**src/rtl/ifetch_unit.sv**
```systemverilog
// Instruction-fetch stage: owns the PC, drives a synchronous instruction ROM and
// presents one instruction per cycle to decode, with stall-hold, redirect and halt.
module ifetch_unit #(
  parameter int              PC_W      = 12,
  parameter logic [PC_W-1:0] RESET_PC  = '0,
  parameter logic [15:0]     NOP_WORD  = 16'h0000,
  parameter logic [15:0]     HALT_WORD = 16'hFFFF
) (
  input  logic            clk,
  input  logic            rst,
  input  logic            i_stall,
  input  logic            i_redirect,
  input  logic [PC_W-1:0] i_redirect_pc,
  output logic            o_rom_rd,
  output logic [PC_W-1:0] o_rom_addr,
  input  logic [15:0]     i_rom_data,
  output logic [15:0]     o_instr,
  output logic [PC_W-1:0] o_instr_pc,
  output logic [PC_W-1:0] o_pc_plus1,
  output logic            o_instr_valid
);

  typedef enum logic [1:0] {
    S_BOOT = 2'd0,
    S_RUN  = 2'd1,
    S_HOLD = 2'd2,
    S_HALT = 2'd3
  } state_t;

  state_t          r_state;
  state_t          w_state_next;
  logic [PC_W-1:0] r_pc;
  logic [PC_W-1:0] r_instr_pc;
  logic            r_instr_valid;
  logic [15:0]     r_hold_q;

  logic [15:0]     w_instr;
  logic [PC_W-1:0] w_fetch_addr;
  logic            w_active;
  logic            w_halt_seen;
  logic            w_issue;
  logic            w_capture;
  logic            w_retire;

  // State register
  always_ff @(posedge clk or posedge rst) begin
    if (rst) begin
      r_state <= S_BOOT;
    end else begin
      r_state <= w_state_next;
    end
  end

  // Next-state logic
  always_comb begin
    w_state_next = r_state;
    if (w_issue) begin
      w_state_next = S_RUN;
    end else begin
      case (r_state)
        S_BOOT: w_state_next = S_RUN;
        S_RUN: begin
          if (w_capture) begin
            w_state_next = S_HOLD;
          end else if (w_retire) begin
            w_state_next = S_HALT;
          end
        end
        S_HOLD: begin
          if (w_retire) begin
            w_state_next = S_HALT;
          end
        end
        default: w_state_next = r_state;
      endcase
    end
  end

  // Output / control decode
  always_comb begin
    w_instr = NOP_WORD;
    if (r_instr_valid) begin
      case (r_state)
        S_RUN:   w_instr = i_rom_data;
        S_HOLD:  w_instr = r_hold_q;
        default: w_instr = NOP_WORD;
      endcase
    end
    w_active     = (r_state == S_RUN) || (r_state == S_HOLD);
    w_halt_seen  = r_instr_valid && (w_instr == HALT_WORD);
    // A halt word that is still held by a stall only retires once decode accepts it.
    w_issue      = !rst && (i_redirect || (w_active && !i_stall && !w_halt_seen));
    w_capture    = (r_state == S_RUN) && i_stall && !i_redirect;
    w_retire     = w_active && !i_stall && !i_redirect && w_halt_seen;
    w_fetch_addr = i_redirect ? i_redirect_pc : r_pc;
  end

  assign o_rom_rd      = w_issue;
  assign o_rom_addr    = w_fetch_addr;
  assign o_instr       = w_instr;
  assign o_instr_pc    = r_instr_pc;
  assign o_pc_plus1    = r_instr_pc + PC_W'(1);
  assign o_instr_valid = r_instr_valid;

  // Datapath registers
  always_ff @(posedge clk or posedge rst) begin
    if (rst) begin
      r_pc          <= RESET_PC;
      r_instr_pc    <= RESET_PC;
      r_instr_valid <= 1'b0;
      r_hold_q      <= NOP_WORD;
    end else begin
      if (w_issue) begin
        r_pc          <= w_fetch_addr + PC_W'(1);
        r_instr_pc    <= w_fetch_addr;
        r_instr_valid <= 1'b1;
      end else if (w_retire) begin
        r_instr_valid <= 1'b0;
      end
      // ROM data is only valid for one cycle, so a stalled instruction is parked here.
      if (w_capture) begin
        r_hold_q <= i_rom_data;
      end
    end
  end

endmodule

```
**config.mk**
```make
export PLATFORM = sky130hd
export DESIGN_NAME = ifetch_unit
export DESIGN_NICKNAME = d
export VERILOG_FILES = /design/src/rtl/ifetch_unit.sv
export SDC_FILE = /design/constraint.sdc
export NUM_CORES = 1
export LEC_CHECK = 0
export CORE_ASPECT_RATIO = 0.6
export CORE_UTILIZATION = 51
export CTS_CLUSTER_SIZE = 12
export DETAILED_ROUTE_END_ITERATION = 10
export PLACE_DENSITY = 0.88
export SLEW_MARGIN = 5
export SYNTH_ARGS = -nofsm -noshare
export SYNTH_HDL_FRONTEND = slang
export SYNTH_SLANG_ARGS = --single-unit
```
**constraint.sdc**
```tcl
create_clock -name clk -period 7.2 [get_ports clk]
set_input_delay 1.44 -clock clk [delete_from_list [all_inputs] [get_ports clk]]
set_output_delay 1.44 -clock clk [all_outputs]
set_load 0.005 [all_outputs]
```
==> run summary, run 1 <==
status -> completed
Ys Warns -> 0
die width -> 96.9 um
startpoint type of the worst setup path -> input pin
commonest non-fill, non-tap cell in the layout -> clkdlybuf4s50_1
Max-Cap Viols -> 0
Post-Synth XOR/XNOR Area -> 6.35%
Layout area overhead -> 34.7%
RePlAce Congestion -> 0.819
TritonCTS clock tree -> yes
Placed Instances -> 406
Initial Utilization -> 53.7%
clock share of power -> 10.4%
WL/cell -> 17.3 um
Finish-stage setup viols -> 0
Post-DRT Antenna Nets -> 0
Int Power -> 905 uW
DRC violations left -> 0
crit-path most repeated cell -> clkdlybuf4s50_1
Worst-path clk slew -> 0.08 ns
io pins -> 86
clk_skew -> 0.00814 ns
TritonCTS Sinks -> 43
Total Nets Final -> 384
main combinational cell family by area after synthesis -> multiplexers
sw power -> 532 uW
Clk Latency, worst-skew pair -> 0.29 ns
DR vias/cell -> 5.63
# fillers -> 376
RSZ-0062 raised after global routing -> no
Port Buffers -> 85
pre-CTS WS -> 2.00 ns
Final HPWL DP -> 5380 um
TritonRoute pass-1 iters -> 4
CP endpoint kind -> primary output
crit-path max FO -> 23
full die area -> 5710 um2
Root Buffer -> clkbuf_8
most frequent cells in the layout -> 85 x clkdlybuf4s50_1, 43 x dfrtp_1, 24 x mux2_2, 24 x nor2_1, 21 x nand2_1
Max VDD drop -> 0.226 mV
post-CTS setup buffers -> 0
multiplexer share of the synthesized area -> 22.0%
synthesis-stage register bit count -> 43
vias in the first global route -> 2289
largest net degree at the start of global routing -> 30
CP Class -> input pin to primary output
Netlist cell types -> 43
Worst Path Arrival -> 3.76 ns
sequential-to-total area share from yosys stat -> 39.0%
total global routing overflow -> 0
Syn Nets -> 302
post-synthesis compound-gate area fraction -> 10.6%
initial drt markers -> 151
Tcrit/Tclk final -> 72.2%
CP Cell Sequence -> clkdlybuf4s50_1 -> nor3_2 -> nand3_1 -> nor4_4 -> nor3_4 -> clkdlybuf4s50_1
CTS Buf Count -> 5
cts hold-fix bufs -> 0
Syn Area/Cell -> 10.4 um2
pwr dens -> 387 nW/um2
CTS max path bufs -> 2
maximum clock frequency -> 192 MHz
max incr delay on CP -> 0.89 ns
share of layout cells above drive strength 1 -> 15.8%
H-tree depth -> 2
Worst Tran Pin Value -> 0.983 ns
via count -> 2332
Hold Violations, Final -> 0
Max Slew Vio Count -> 0
switch share -> 37.0%
power share of the sequential group -> 33.5%
Gate power share -> 56.1%
setup ws final -> 2.00 ns
post-CTS sizing -> 0
Mapped Area -> 2760 um2
# diodes -> 0
Die Ht -> 58.9 um
crit path time final -> 5.20 ns
Slowest-stage cell, CP -> clkdlybuf4s50_1
setup TNS -> 0 ns
post-synthesis adder-cell area fraction -> 2.27%
Post-Synth Simple-Gate Area -> 15.8%
GRT Util Overall -> 25.1%
initial antenna violation count -> 0
first-pass GRT wire length -> 11400 um
row count -> 20
Detailed Route WL -> 7150 um
hold crit path type -> flop to flop
fin cells -> 414
core area -> 5130 um2
critical path required time -> 5.76 ns
relative slew slack -> 34.4%
Cells after Synth -> 265
LEAKAGE -> 1.56 nW
worst max-delay path: cells and delay by family:
kind	cells	cell delay, ns
and+or+nand+nor	4	0.96
buffers and inverters	2	1.35
layer usage:
metal | vias to the layer above | share of wire, % | global-route usage (%)
met5 | - | 0 | 0
met4 | 0 | 0.53 | 4.05
met3 | 4 | 2.3 | 3.56
met2 | 42 | 48 | 41.4
met1 | 1170 | 49 | 36.1
li1 | 1116 | - | -
power groups by stage:
stage | Sequential (mW) | Combinational [mW] | Clock [mW]
final | 0.482 | 0.806 | 0.149
after global routing | 0.497 | 0.865 | 0.161
after CTS | 0.477 | 0.808 | 0.152
after detailed placement | 0.480 | 0.803 | 0
after global placement | 0.470 | 0.781 | 0
after floorplan | 0.448 | 0.438 | 0
kinds of logic (layout without fill, tap and decap cells):
kind of cell,Yosys count,count (layout)
flip-flops,43,43
multiplexers,50,50
XOR/XNOR,20,20
AO/OA/AOI/OAI,40,40
buffers and inverters,21,104
adder cells (fa/ha/maj),5,5
AND/OR/NAND/NOR,86,86
registers in the layout, indices dropped and copies added, names as in the netlist:
signal	count
o_instr_valid	1
r_pc	12
r_state	2
o_instr_pc	12
r_hold_q	16
Yosys cell counts (all sizes together):
cell | number | area share [%]
inv | 9 | 1.2
a211oi | 2 | 0.73
a22oi | 20 | 5.6
mux2 | 45 | 20
nor4 | 2 | 1.0
nand2b | 3 | 0.68
buf | 9 | 2.3
dfrtp | 43 | 39
clkbuf | 3 | 0.41
nand4 | 3 | 0.68
a21oi | 3 | 0.54
nand3b | 1 | 0.27
nand3 | 20 | 3.6
and4 | 1 | 0.32
o41a | 1 | 0.41
nand2 | 23 | 3.3
and3 | 4 | 0.91
xnor2 | 14 | 4.4
o21a | 1 | 0.27
nor3b | 1 | 0.27
xor2 | 6 | 1.9
a2bb2oi | 1 | 0.32
mux2i | 5 | 1.8
nor3 | 2 | 0.95
o21ai | 6 | 1.1
ha | 5 | 2.3
nand4b | 1 | 0.32
o211ai | 3 | 0.82
nor2 | 25 | 3.5
o22ai | 2 | 0.45
o311ai | 1 | 0.32
through the flow:
| stage | total power, mW | hold slack (ns) | cell area, um2 | utilization [%] |
|---|---|---|---|---|
| after floorplan | 0.886 | 0.454 | 2760 | - |
| after global placement | 1.25 | 0.465 | 3630 | 70.8 |
| after detailed placement | 1.28 | 0.481 | 3630 | 70.8 |
| after CTS | 1.44 | 0.499 | 3710 | 72.4 |
| after global routing | 1.52 | 0.528 | 3710 | 72.4 |
| final | 1.44 | 0.494 | 3710 | 72.4 |
path summary, 6_finish.rpt:
path                       slack, ns  cells past startpoint              startpoint                         to
max                             2.00                      6              i_redirect                   o_rom_rd
min                             0.49                      1     r_pc[8]$_DFFE_PP0P_        r_pc[8]$_DFFE_PP0P_
max reg2reg                     3.95                      9  r_state[0]$_DFFE_PP0P_        r_pc[7]$_DFFE_PP0P_
min in group asynchronous       1.72                      2                     rst        r_pc[9]$_DFFE_PP0P_
max in group asynchronous       4.68                      3                     rst  o_instr_valid$_DFFE_PP0P_
min reg2reg                     0.49                      1     r_pc[8]$_DFFE_PP0P_        r_pc[8]$_DFFE_PP0P_
cell type report:
| type | count | area [um2] | area share (%) |
|---|---|---|---|
| sequential | 43 | 1080 | 29.0 |
| clock inverter | 3 | 15.0 | 0.404 |
| clock buffer | 5 | 68.8 | 1.85 |
| timing repair buffer | 87 | 866 | 23.3 |
| multi-input combinational | 201 | 1570 | 42.3 |
| inverter | 9 | 33.8 | 0.910 |
| tap | 66 | 82.6 | 2.22 |
(Power assumes the default switching activity.)
==> inputs of run 2 (changes only) <==
--- a/config.mk
+++ b/config.mk
@@ -6,10 +6,10 @@
 export NUM_CORES = 1
 export LEC_CHECK = 0
 export CORE_ASPECT_RATIO = 0.6
-export CORE_UTILIZATION = 51
+export CORE_UTILIZATION = 43
 export CTS_CLUSTER_SIZE = 12
 export DETAILED_ROUTE_END_ITERATION = 10
-export PLACE_DENSITY = 0.88
+export PLACE_DENSITY = 0.79
 export SLEW_MARGIN = 5
 export SYNTH_ARGS = -nofsm -noshare
 export SYNTH_HDL_FRONTEND = slang
==> constraint.sdc (replaced) <==
create_clock -name clk -period 4.6 [get_ports clk]
set_input_delay 0.92 -clock clk [delete_from_list [all_inputs] [get_ports clk]]
set_output_delay 0.92 -clock clk [all_outputs]
set_load 0.005 [all_outputs]
==> run summary, run 2 (synthesis results as in run 1) <==
most frequent cells in the layout -> 85 x clkdlybuf4s50_1, 43 x dfrtp_1, 24 x mux2_2, 24 x nor2_1, 21 x nand2_1
Final Cell Area -> 3750 um2
Reg2Reg Depth -> 9
share of layout cells above drive strength 1 -> 15.7%
switch share -> 36.5%
Total Nets Final -> 386
RSZ-0062 raised after global routing -> no
vias in the first global route -> 2393
post-CTS setup buffers -> 0
buffers and inverters on the worst path -> 2
LEAKAGE -> 1.57 nW
first-pass GRT wire length -> 12000 um
Finish-stage setup viols -> 0
Hold Violations, Final -> 0
Routed met2 length -> 3100 um
Post-DP Area -> 3670 um2
total global routing overflow -> 0
worst reg2reg endpoint -> r_pc[6]$_DFFE_PP0P_
pwr dens -> 599 nW/um2
Tcrit/Tclk final -> 88.8%
metal3 WL -> 367 um
Max VDD drop -> 0.286 mV
largest net degree at the start of global routing -> 28
# diodes -> 0
initial drt markers -> 98
Port Buffers -> 85
Worst Path Arrival -> 3.17 ns
commonest non-fill, non-tap cell in the layout -> clkdlybuf4s50_1
TritonCTS clock tree -> yes
initial antenna violation count -> 0
Worst Tran Pin Value -> 0.967 ns
Slowest-stage cell, CP -> ha_1
met1 WL -> 3520 um
Total Power -> 2.25 mW
relative slew slack -> 35.6%
hold path endpoint -> r_pc[11]$_DFFE_PP0P_
Max Slew Vio Count -> 0
cts hold-fix bufs -> 0
Top reg by flops -> r_hold_q
row count -> 22
io pins -> 86
Root Buffer -> clkbuf_8
Worst-path clk slew -> 0.08 ns
r2r setup slk -> 1.41 ns
reg2reg start -> r_state[0]$_DFFE_PP0P_
CP Class -> flop to primary output
CP Cell Sequence -> inv_1 -> ha_1 -> a22oi_1 -> nor2_1 -> nand3_1 -> nor4_4 -> nor3_4 -> clkdlybuf4s50_1
critical path required time -> 3.68 ns
Largest register FFs -> 16
Initial Utilization -> 44.9%
critical path depth -> 8
Die Ht -> 64.0 um
core area -> 6140 um2
maximum clock frequency -> 245 MHz
die width -> 105 um
TritonRoute pass-1 iters -> 4
TritonCTS Sinks -> 43
power share of the sequential group -> 33.2%
WL/cell -> 16.4 um
Clk Latency, worst-skew pair -> 0.29 ns
full die area -> 6740 um2
Detailed Route WL -> 7130 um
Final HPWL DP -> 5400 um
clk_skew -> 0.00780 ns
startpoint type of the worst setup path -> flop
sw power -> 821 uW
status -> completed
crit-path max FO -> 27
CP endpoint kind -> primary output
Layout area overhead -> 36.0%
DR vias/cell -> 5.44
CP delay by family, top -> simple AND/OR/NAND/NOR gates
Max-Cap Viols -> 0
post-CTS sizing -> 0
H-tree depth -> 2
GRT Util Overall -> 22.6%
Post-DRT Antenna Nets -> 0
CTS max path bufs -> 2
CTS Buf Count -> 5
Gate power share -> 56.4%
clock share of power -> 10.3%
RePlAce Congestion -> 0.849
setup TNS -> 0 ns
HP Start -> r_pc[11]$_DFFE_PP0P_
crit path time final -> 4.09 ns
DRC violations left -> 0
max incr delay on CP -> 0.81 ns
via count -> 2361
Int Power -> 1.43 mW
hold crit path type -> flop to flop
Worst Hold Depth -> 1
Max Used Layer -> met4
## run 2: cell count changes in the layout (fill, tap and decap cells not counted), sizes merged
cell / change
clkinv: -2
clkbuf: +2
buf: +2
## run 2: how the worst max path moves through the flow
stage / startpoint / to / slack [ns]
global route: r_state[0]$_DFFE_PP0P_ / o_rom_rd / 0.27
detailed placement: r_state[0]$_DFFE_PP0P_ / o_rom_rd / 0.85
finish: r_state[0]$_DFFE_PP0P_ / o_rom_rd / 0.51
global placement: i_rom_data[3] / o_rom_rd / 0.87
CTS: r_state[0]$_DFFE_PP0P_ / o_rom_rd / 0.54
floorplan: i_rom_data[4] / o_rom_rd / 1.72
## run 2: power groups by stage
stage / clock (mW) / combinational [mW] / sequential, mW
floorplan: 0 / 0.686 / 0.701
global placement: 0 / 1.24 / 0.734
detailed placement: 0 / 1.27 / 0.750
CTS: 0.238 / 1.28 / 0.744
global route: 0.255 / 1.37 / 0.778
finish: 0.232 / 1.27 / 0.747
## run 2: area by class of cell
cell class,count,area (um2)
Clock inverter,1,5.00
Inverter,9,33.8
Sequential cell,43,1080
Multi-Input combinational cell,201,1570
Fill cell,518,2390
Clock buffer,7,76.3
Tap cell,84,105
Timing Repair Buffer,89,881
## run 2: worst reg2reg max path: cells and delay by family (launching register included)
kind            cells  cell delay [ns]
compound gates      1             0.26
fa+ha+maj           1             0.81
buf+inv             2             0.40
flops               1             0.41
mux                 1             0.37
simple gates        4             0.83
## run 2: per-stage QoR
step	worst slack (ns)	hold slack [ns]	cells	util [%]
after global routing	0.272	0.517	434	61.1
after detailed placement	0.853	0.477	426	59.7
after global placement	0.875	0.464	426	59.7
final	0.513	0.488	434	61.1
after CTS	0.539	0.494	434	61.1
after floorplan	1.72	0.454	265	-
## run 2: metal layers
layer | GRT usage [%] | vias to the layer above
li1 | - | 1118
met1 | 32.4 | 1153
met2 | 34.1 | 77
met3 | 4.39 | 13
met4 | 7.04 | 0
met5 | 0 | -
